<file path="config.mk">
export PLATFORM = sky130hd
export DESIGN_NAME = control_state_machine
export DESIGN_NICKNAME = d
export VERILOG_FILES = /design/src/rtl/control_state_machine.sv
export SDC_FILE = /design/constraint.sdc
export NUM_CORES = 1
export LEC_CHECK = 0
export CORE_MARGIN = 5
export CORE_UTILIZATION = 50
export DETAILED_ROUTE_END_ITERATION = 12
export GPL_TIMING_DRIVEN = 0
export PLACE_DENSITY = 0.77
export SETUP_SLACK_MARGIN = 0.4
export SYNTH_ARGS = -nofsm -noshare
export SYNTH_HDL_FRONTEND = slang
export SYNTH_SLANG_ARGS = --single-unit
</file>
<file path="constraint.sdc">
create_clock -name clk -period 2.3 [get_ports clk]
set_clock_uncertainty 0.05 [all_clocks]
set_input_delay 0.23 -clock clk [delete_from_list [all_inputs] [get_ports clk]]
set_output_delay 0.23 -clock clk [all_outputs]
set_load 0.05 [all_outputs]
</file>
<file path="src/rtl/control_state_machine.sv">
// rtl/control_state_machine.sv - multicycle main control FSM with halt, illegal-opcode and debug counters
// Drives the control decoder state input; instr_done marks the final step of each instruction.

module control_state_machine #(
    parameter int COUNT_WIDTH     = 32,
    parameter bit HALT_ON_ILLEGAL = 1'b1
) (
    input  logic                   clk,
    input  logic                   reset,
    input  logic [5:0]             opcode,
    input  logic                   halt_req,
    output logic [3:0]             state,
    output logic                   instr_done,
    output logic                   halted,
    output logic                   illegal_op,
    output logic [COUNT_WIDTH-1:0] cycle_count,
    output logic [COUNT_WIDTH-1:0] instr_count
);

    typedef enum logic [3:0] {
        S_IF                   = 4'd0,
        S_REGISTER_FETCH       = 4'd1,
        S_IMMEDIATE_INJECTION2 = 4'd2,
        S_ALU_R3               = 4'd3,
        S_ALU_RI3              = 4'd4,
        S_ALU4                 = 4'd5,
        S_BRANCH3              = 4'd6,
        S_MEMORY_REF3          = 4'd7,
        S_LOAD4                = 4'd8,
        S_STORE4               = 4'd9,
        S_LOAD5                = 4'd10,
        S_JUMP3                = 4'd11,
        S_HALT                 = 4'd12
    } state_t;

    localparam logic [COUNT_WIDTH-1:0] CNT_ONE = {{(COUNT_WIDTH-1){1'b0}}, 1'b1};

    state_t                 state_q;
    logic                   illegal_q;
    logic [COUNT_WIDTH-1:0] cycle_count_q;
    logic [COUNT_WIDTH-1:0] instr_count_q;
    logic [COUNT_WIDTH-1:0] cycle_count_d;
    logic [COUNT_WIDTH-1:0] instr_count_d;

    state_t rf_target_d;
    logic   op_illegal;
    logic   final_step;

    // Opcode class decode; only consulted while in REGISTER_FETCH.
    always_comb begin
        rf_target_d = S_IF;
        op_illegal  = 1'b0;
        casez (opcode)
            6'b00????: rf_target_d = S_ALU_R3;
            6'b01????: rf_target_d = S_ALU_RI3;
            6'b100???: rf_target_d = S_MEMORY_REF3;
            6'b101???: rf_target_d = S_BRANCH3;
            6'b110000: rf_target_d = S_JUMP3;
            6'b110001: rf_target_d = S_IMMEDIATE_INJECTION2;
            6'b111111: rf_target_d = S_HALT;
            default: begin
                op_illegal  = 1'b1;
                rf_target_d = HALT_ON_ILLEGAL ? S_HALT : S_IF;
            end
        endcase
    end

    // An illegal opcode retired as a NOP makes REGISTER_FETCH the final step.
    always_comb begin
        final_step = 1'b0;
        case (state_q)
            S_ALU4, S_BRANCH3, S_STORE4, S_LOAD5, S_JUMP3, S_IMMEDIATE_INJECTION2:
                final_step = 1'b1;
            S_REGISTER_FETCH:
                final_step = op_illegal && !HALT_ON_ILLEGAL;
            default:
                final_step = 1'b0;
        endcase
    end

    always_comb begin
        cycle_count_d = cycle_count_q;
        instr_count_d = instr_count_q;
        if (state_q != S_HALT) begin
            cycle_count_d = cycle_count_q + CNT_ONE;
        end
        if (final_step) begin
            instr_count_d = instr_count_q + CNT_ONE;
        end
    end

    always_ff @(posedge clk) begin
        if (reset) begin
            state_q       <= S_IF;
            illegal_q     <= 1'b0;
            cycle_count_q <= '0;
            instr_count_q <= '0;
        end else begin
            cycle_count_q <= cycle_count_d;
            instr_count_q <= instr_count_d;
            if (final_step) begin
                state_q <= halt_req ? S_HALT : S_IF;
            end else begin
                case (state_q)
                    S_IF:             state_q <= S_REGISTER_FETCH;
                    S_REGISTER_FETCH: begin
                        state_q <= rf_target_d;
                        if (op_illegal) begin
                            illegal_q <= 1'b1;
                        end
                    end
                    S_ALU_R3,
                    S_ALU_RI3:        state_q <= S_ALU4;
                    S_MEMORY_REF3:    state_q <= opcode[2] ? S_STORE4 : S_LOAD4;
                    S_LOAD4:          state_q <= S_LOAD5;
                    S_HALT:           state_q <= S_HALT;
                    default:          state_q <= S_IF;
                endcase
            end
        end
    end

    assign state       = state_q;
    assign instr_done  = final_step;
    assign halted      = (state_q == S_HALT);
    assign illegal_op  = illegal_q;
    assign cycle_count = cycle_count_q;
    assign instr_count = instr_count_q;

endmodule
</file>
==> out/metrics.json, run 1 <==
{
  "power": {
    "power.switching_mw": 1.137,
    "power_frac_clock_pct": 35.9,
    "p_seq_share_pct": 38.7,
    "power_switching_share_pct": 33.32,
    "total_leakage_power_nw": 2.022,
    "internal_power_mw": 2.276,
    "power_per_cell_area_nw_per_um2": 662.7,
    "combPwrFrac_pct": 25.4,
    "peakVddDrop_mv": 0.7548
  },
  "place": {
    "detailed_place_hpwl_um": 6494,
    "place.gp.congestion": 0.8296,
    "detailed_place.area_um2": 4503,
    "place.port_buffers": 78
  },
  "synth": {
    "gate_count_after_technology_mapping": 413,
    "async_flop_share_pct": 0,
    "ys_dominant_reg_cell": "dfxtp_1",
    "seq_area_frac_synth_pct": 39.88,
    "netlist_top_cells_area": "dfxtp_1 40%, xnor2_1 11%, nor2_1 7.3%",
    "yosysWarningCount": 0,
    "synth.largest_area_cell": "dfxtp_1",
    "ys_ff_latch": 69,
    "ys_top_cells_by_count": "69 x dfxtp_1, 67 x nor2_1, 43 x xnor2_1, 28 x nand2_1, 20 x nand3_1",
    "synth.distinct_cells": 47,
    "yosysTopAreaCellShare_pct": 39.88,
    "postSynthNetCount": 428,
    "synth.cell_area_um2": 3463,
    "yosys.cell_count.top_type": "dfxtp_1",
    "avgSynthCellArea_um2": 8.386,
    "synth_edf_count": 0
  },
  "die": {
    "die_area_um2": 8691,
    "chipHeight_um": 93.23,
    "io-pin-count": 80,
    "core_area_um2": 6756,
    "placement_rows": 30,
    "initial_core_utilization_pct": 51.26,
    "chipWidth_um": 93.23
  },
  "timing": {
    "rsz0062_at_grt": "true",
    "worstMarginPinSlew_ns": 0.5575,
    "final-setup-viol-count": 0,
    "fin_worst_hold_slack_ns": 0.3243,
    "hold_violations": 0,
    "fmaxAchievable_mhz": 524.8,
    "relSlewSlack_pct": 62.84,
    "totalNegativeSetupSlack_ns": 0,
    "period_share_pct": 82.85,
    "layout_min_cycle_time_ns": 1.906,
    "drv_slew": 0
  },
  "critical_path": {
    "worst_ep_arrival_time_ns": 2.13,
    "cp-start-kind": "flop",
    "crit_required_ns": 2.53,
    "critical_path.max_fanout": 5,
    "worst-setup-path-type": "reg2reg",
    "endpoint_kind": "flop"
  },
  "clock_network": {
    "cts.sinks": 69,
    "clock_pin_slew_of_the_registers_on_the_worst_case_setup_and_hold_paths_ns": 0.08,
    "clock_path_buffers": 2,
    "buffer_cell_driving_the_clock_tree_root": "clkbuf_8",
    "cts-hold-fix-buffers": 0,
    "cts_tree": "yes",
    "cts_made_buffers": 9,
    "clock_latency_ns": 0.36,
    "h-tree-depth": 3
  },
  "drt": {
    "dr.first_iter.drc_count": 168,
    "drtAntennaViolNets": 0,
    "overall_via_count_from_detail_route": 3457,
    "post_drt_via_cell_ratio": 5.791,
    "wirelength_um": 9919,
    "avgRoutedWirePerCell_um": 16.61,
    "drt_drc_violations_left": 0,
    "dr.pass1.iters": 4
  },
  "layout": {
    "syn2layout_area_growth_pct": 48.70,
    "post-route-util_pct": 76.22,
    "stdcell_area_um2": 5150,
    "finalNetCount": 527,
    "insertedDiodeCount": 0,
    "post_route_cells_drive_above_1_share_pct": 24.18
  },
  "grt": {
    "global_route.usage.total_pct": 22.44,
    "grt_first_pass_wirelength_um": 15790,
    "maximum_number_of_pins_on_one_net_before_global_route_repair": 14,
    "grt_antenna_before_repair": 0,
    "total_overflow_reported_by_the_global_router": 0,
    "grt_pass1_vias": 3308
  },
  "run_status": {
    "status": "finished clean"
  },
  "flow_run": {
    "maxCapViolCount": 0
  },
  "worst_hold_path": {
    "min_path_type": "in2reg"
  }
}
==> through the flow <==
stage          setup WS (ns)  total power, mW  cells
2_1_floorplan         0.3621            1.914    413
3_3_place_gp        -0.05394            2.148    571
3_5_place_dp        -0.07109            2.163    571
4_1_cts               0.2201            3.371    591
5_1_grt               0.3320            3.555    597
6_report              0.3944            3.413    597
==> metal layers <==
layer	up-vias	GRT usage, %	wire length [um]
met1	1673	28.22	4141
met5	-	0	0
met4	0	7.937	136
met3	16	4.907	563
met2	126	37.70	5078
li1	1642	-	-
==> power by group through the flow <==
stage	clock network [mW]	registers (mW)	logic, mW
after floorplan	0	1.51	0.404
after global placement	0	1.35	0.798
after detailed placement	0	1.35	0.814
after CTS	1.23	1.32	0.821
after global routing	1.28	1.33	0.939
final	1.22	1.32	0.868
==> final cells by class <==
type / instances / area (um2)
Buffer: 22 / 138.9
Fill cell: 446 / 1607
Tap cell: 80 / 100.1
Sequential cell: 69 / 1496
Inverter: 12 / 45.04
Clock buffer: 9 / 123.9
Timing Repair Buffer: 88 / 874.6
Clock inverter: 7 / 123.9
Multi-Input combinational cell: 310 / 2247
==> worst max-delay path, cell delays in order, from the launching register on <==
cell and delay [ns]:
dfxtp_2 0.38, and4_2 0.31, and4_2 0.30, nand3_1 0.23, or3_1 0.41, a21oi_1 0.15
==> what timing repair did <==
action,CTS,global route
gates resized for setup,38,56
endpoints found under the setup margin,38,44
pin swaps,5,10
setup buffers,4,6
==> kinds of logic after synthesis <==
family	share of synthesized area, %
adders and majority gates	2.168
AOI/OAI and AO/OA	6.287
and+or+nand+nor	33.31
xor gates and xnor gates	14.16
muxes	0.2890
buffers and inverters	3.901
DFF	39.88
==> cell usage in the layout (no fill, tap or decap), types with 13 or more instances in the layout <==
cell type and instances:
nor4_4 14, dfxtp_2 20, xnor2_1 43, nand2_1 27, clkdlybuf4s50_1 62, dfxtp_4 24, nor2_1 67, dfxtp_1 25
nand3_1 18, xor2_1 13, nand4_1 15
==> flip-flops by register name (all words and copies together), names as in the netlist <==
| signal | count |
|---|---|
| instr_count | 32 |
| illegal_op | 1 |
| cycle_count | 32 |
| state | 4 |
==> final timing paths <==
check / from / end / slack [ns] / cells past startpoint
worst max-delay path: instr_count[11]$_SDFFE_PP0P_ / instr_count[27]$_SDFFE_PP0P_ / 0.39 / 5
worst min-delay path: reset / state[0]$_SDFF_PP0_ / 0.32 / 4
worst max register to register: instr_count[11]$_SDFFE_PP0P_ / instr_count[27]$_SDFFE_PP0P_ / 0.39 / 5
worst min register to register: illegal_op$_SDFFE_PP0P_ / illegal_op$_SDFFE_PP0P_ / 0.43 / 2
No activity file was read; power rests on OpenSTA's default activity.
==> run 2: changes to the inputs <==
==> constraint.sdc (replaced) <==
create_clock -name clk -period 1.8 [get_ports clk]
set_clock_uncertainty 0.05 [all_clocks]
set_input_delay 0.18 -clock clk [delete_from_list [all_inputs] [get_ports clk]]
set_output_delay 0.18 -clock clk [all_outputs]
set_load 0.05 [all_outputs]
==> out/metrics.json, run 2 <==
{
  "timing": {
    "crit_endpoint": "cycle_count[31]$_SDFFE_PP0N_/D",
    "timing.repair.worst_endpoint_type": "sequential cell input"
  },
  "grt": {
    "grt_antenna_before_repair": 0,
    "maximum_number_of_pins_on_one_net_before_global_route_repair": 14
  },
  "synth": {
    "yosys.cell_count.top_type": "dfxtp_1",
    "synth.largest_area_cell": "dfxtp_1",
    "postSynthNetCount": 428,
    "synth.cell_area_um2": 3463,
    "yosysWarningCount": 0,
    "synth_edf_count": 0,
    "netlist_top_cells_area": "dfxtp_1 40%, xnor2_1 11%, nor2_1 7.3%",
    "async_flop_share_pct": 0,
    "ys_dominant_reg_cell": "dfxtp_1",
    "yosysTopAreaCellShare_pct": 39.88,
    "gate_count_after_technology_mapping": 413,
    "ys_top_cells_by_count": "69 x dfxtp_1, 67 x nor2_1, 43 x xnor2_1, 28 x nand2_1, 20 x nand3_1",
    "synth.distinct_cells": 47,
    "ys_ff_latch": 69,
    "seq_area_frac_synth_pct": 39.88,
    "avgSynthCellArea_um2": 8.386
  },
  "place": {
    "detailed_place_hpwl_um": 6898,
    "place.gp.congestion": 0.8477,
    "preCtsSetupSlack_ns": -0.3350,
    "place.port_buffers": 78
  },
  "die": {
    "placement_rows": 30,
    "initial_core_utilization_pct": 51.26,
    "chipHeight_um": 93.23,
    "chipWidth_um": 93.23,
    "io-pin-count": 80
  },
  "clock_network": {
    "cts-hold-fix-buffers": 0,
    "buffer_cell_driving_the_clock_tree_root": "clkbuf_8",
    "cts_made_buffers": 9,
    "cts.sinks": 69,
    "h-tree-depth": 3,
    "clock_path_buffers": 2
  },
  "run_status": {
    "firstError": "[ERROR DPL-0033] detailed placement checks failed during check placement.",
    "status": "did not finish",
    "failed_stage": "5_1_grt"
  }
}
run 2: cell counts after synthesis:
No cell type changed its count.
run 2: logic make-up after synthesis:
group / Yosys count / share of synthesized area, %
xor+xnor: 56 / 14.16
buf+inv: 34 / 3.901
flops: 69 / 39.88
simple gates: 212 / 33.31
mux: 1 / 0.2890
compound gates: 35 / 6.287
fa+ha+maj: 6 / 2.168
run 2: repair_timing:
item / 4_1_cts
endpoints found under the setup margin: 131
cloned: 3
gates resized for setup: 287
pin swaps: 54
buffers inserted: 49
run 2: through the flow:
step           utilization, %  TNS, ns  hold WS (ns)  cells  area, um2
2_1_floorplan               -        0        0.3163    413       4235
3_3_place_gp            75.72   -1.298        0.4071    571       5116
3_5_place_dp            75.72   -2.135        0.4148    571       5116
4_1_cts                 90.17        0        0.3333    639       6092
==> run 3: changes to the inputs <==
--- a/config.mk
+++ b/config.mk
@@ -6,11 +6,10 @@
 export NUM_CORES = 1
 export LEC_CHECK = 0
 export CORE_MARGIN = 5
-export CORE_UTILIZATION = 50
+export CORE_UTILIZATION = 37
 export DETAILED_ROUTE_END_ITERATION = 12
 export GPL_TIMING_DRIVEN = 0
-export PLACE_DENSITY = 0.77
-export SETUP_SLACK_MARGIN = 0.4
+export PLACE_DENSITY_LB_ADDON = 0.15
 export SYNTH_ARGS = -nofsm -noshare
 export SYNTH_HDL_FRONTEND = slang
 export SYNTH_SLANG_ARGS = --single-unit
==> out/metrics.json, run 3 (synthesis results as in run 1) <==
{
  "timing": {
    "totalNegativeSetupSlack_ns": -0.08125,
    "worstMarginPinSlew_ns": 0.5294,
    "relSlewSlack_pct": 64.65,
    "drv_slew": 0,
    "postLayoutSetupSlackWorst_ns": -0.04548,
    "hold_violations": 0,
    "fmaxAchievable_mhz": 541.9,
    "rsz0062_at_grt": "true",
    "layout_min_cycle_time_ns": 1.845,
    "period_share_pct": 102.5,
    "final-setup-viol-count": 4,
    "fin_worst_hold_slack_ns": 0.3385
  },
  "die": {
    "die_area_um2": 11400,
    "chipWidth_um": 106.8,
    "placement_rows": 35,
    "initial_core_utilization_pct": 37.66,
    "core_area_um2": 9196,
    "io-pin-count": 80,
    "chipHeight_um": 106.8
  },
  "grt": {
    "busiest_layer": "met2",
    "maximum_number_of_pins_on_one_net_before_global_route_repair": 12,
    "met1_usage_pct": 21.46,
    "use_met3_pct": 3.010,
    "grt_antenna_before_repair": 0,
    "use_met2_pct": 29.14,
    "global_route.usage.total_pct": 17.02,
    "grt_pass1_vias": 3237,
    "total_overflow_reported_by_the_global_router": 0,
    "grt_first_pass_wirelength_um": 15900
  },
  "critical_path": {
    "worst_path_max_delay_cell": "or4_4",
    "worst-setup-path-type": "reg2reg",
    "cp-start-kind": "flop",
    "cpPeakStageDelay_ns": 0.56,
    "rr_startpoint": "cycle_count[18]$_SDFFE_PP0N_",
    "timing.rr.end": "cycle_count[28]$_SDFFE_PP0N_",
    "ff2ff_path_depth": 7,
    "r2r_setup_slack_ns": -0.05,
    "startpoint": "cycle_count[18]$_SDFFE_PP0N_",
    "critical_path.max_fanout": 8,
    "worstSetupEndpoint": "cycle_count[28]$_SDFFE_PP0N_",
    "worst_ep_arrival_time_ns": 2.02,
    "crit_required_ns": 1.98,
    "critical_path.cell_chain": "nand4_1 -> or4_4 -> buf_12 -> buf_4 -> nor4_4 -> xnor2_1 -> nor2_1",
    "endpoint_kind": "flop"
  },
  "place": {
    "place.gp.congestion": 0.7687,
    "detailed_place.area_um2": 4690,
    "placed_cells": 602,
    "place.port_buffers": 78,
    "detailed_place_hpwl_um": 6730
  },
  "clock_network": {
    "cts-hold-fix-buffers": 0,
    "cts_tree": "yes",
    "clock_path_buffers": 2,
    "clock_latency_ns": 0.35,
    "cts.sinks": 69,
    "cts_made_buffers": 9,
    "h-tree-depth": 3,
    "clock_pin_slew_of_the_registers_on_the_worst_case_setup_and_hold_paths_ns": 0.08,
    "buffer_cell_driving_the_clock_tree_root": "clkbuf_8"
  },
  "layout": {
    "layout_common_cells": "67 x nor2_1, 44 x clkdlybuf4s50_1, 43 x xnor2_1",
    "post_route_cells_drive_above_1_share_pct": 27.15,
    "finalNonFillerCells": 634,
    "stdcell_area_um2": 5368,
    "syn2layout_area_growth_pct": 54.99,
    "insertedDiodeCount": 0,
    "layout_commonest_cell": "nor2_1",
    "finalNetCount": 533
  },
  "power": {
    "total_leakage_power_nw": 2.315,
    "totalPowerFinal_mw": 4.374,
    "power_per_cell_area_nw_per_um2": 814.9,
    "peakVddDrop_mv": 0.3894
  },
  "drt": {
    "overall_via_count_from_detail_route": 3296,
    "dr.first_iter.drc_count": 119,
    "post_drt_via_cell_ratio": 5.199,
    "drt_drc_violations_left": 0,
    "drtAntennaViolNets": 0,
    "dr.pass1.iters": 4,
    "wirelength_um": 9527,
    "avgRoutedWirePerCell_um": 15.03
  },
  "worst_hold_path": {
    "min_path_type": "in2reg"
  },
  "flow_run": {
    "maxCapViolCount": 0
  },
  "run_status": {
    "failed_checks": "negative setup slack",
    "status": "finished with violations"
  }
}
==> run 3: critical path, delay by kind of cell, from the launching register on <==
family	cells	cell delay (ns)
buffers and inverters	2	0.31
flip-flops	1	0.38
AND/OR/NAND/NOR	4	0.84
XOR/XNOR	1	0.15
==> run 3: metrics by stage <==
stage | util (%) | setup slack (ns)
after floorplan | - | -0.07829
after global placement | 50.99 | -0.5144
after detailed placement | 50.99 | -0.5082
after CTS | 55.36 | -0.02415
after global routing | 58.37 | -0.1397
final | 58.37 | -0.04548
==> run 3: repair_timing <==
action / CTS / global route
buffers inserted: 8 / 8
pin swaps: 8 / 22
gates cloned: 0 / 1
resized for setup: 57 / 49
setup endpoints to repair: 54 / 51
==> run 3: metal layers <==
metal / vias up / wire (um)
li1: 1650 / -
met2: 79 / 4620
met5: - / 0
met1: 1549 / 4352
met3: 18 / 393
met4: 0 / 161
==> run 3: final cells by class <==
class | count | area (um2)
Buffer | 21 | 168.9
Timing Repair Buffer | 95 | 955.9
Tap cell | 111 | 138.9
Inverter | 12 | 45.04
Clock buffer | 15 | 229.0
Multi-Input combinational cell | 310 | 2310
Clock inverter | 1 | 5.005
Sequential cell | 69 | 1515
Fill cell | 835 | 3829
==> run 3: power by group <==
part / leakage (nW) / internal [mW] / total, mW / switching [mW]
sequential: 0.590 / 1.59 / 1.72 / 0.123
combinational: 1.60 / 0.477 / 1.23 / 0.756
clock: 0.122 / 0.819 / 1.43 / 0.607
==> run 3: how the worst min path moves through the flow <==
stage	start	to	slack, ns	cells past startpoint
CTS	reset	state[0]$_SDFF_PP0_	0.33	4
global placement	illegal_op$_SDFFE_PP0P_	illegal_op$_SDFFE_PP0P_	0.42	2
detailed placement	illegal_op$_SDFFE_PP0P_	illegal_op$_SDFFE_PP0P_	0.42	2
floorplan	halt_req	state[2]$_SDFF_PP0_	0.32	2
finish	reset	state[0]$_SDFF_PP0_	0.34	4
global route	reset	state[0]$_SDFF_PP0_	0.40	4
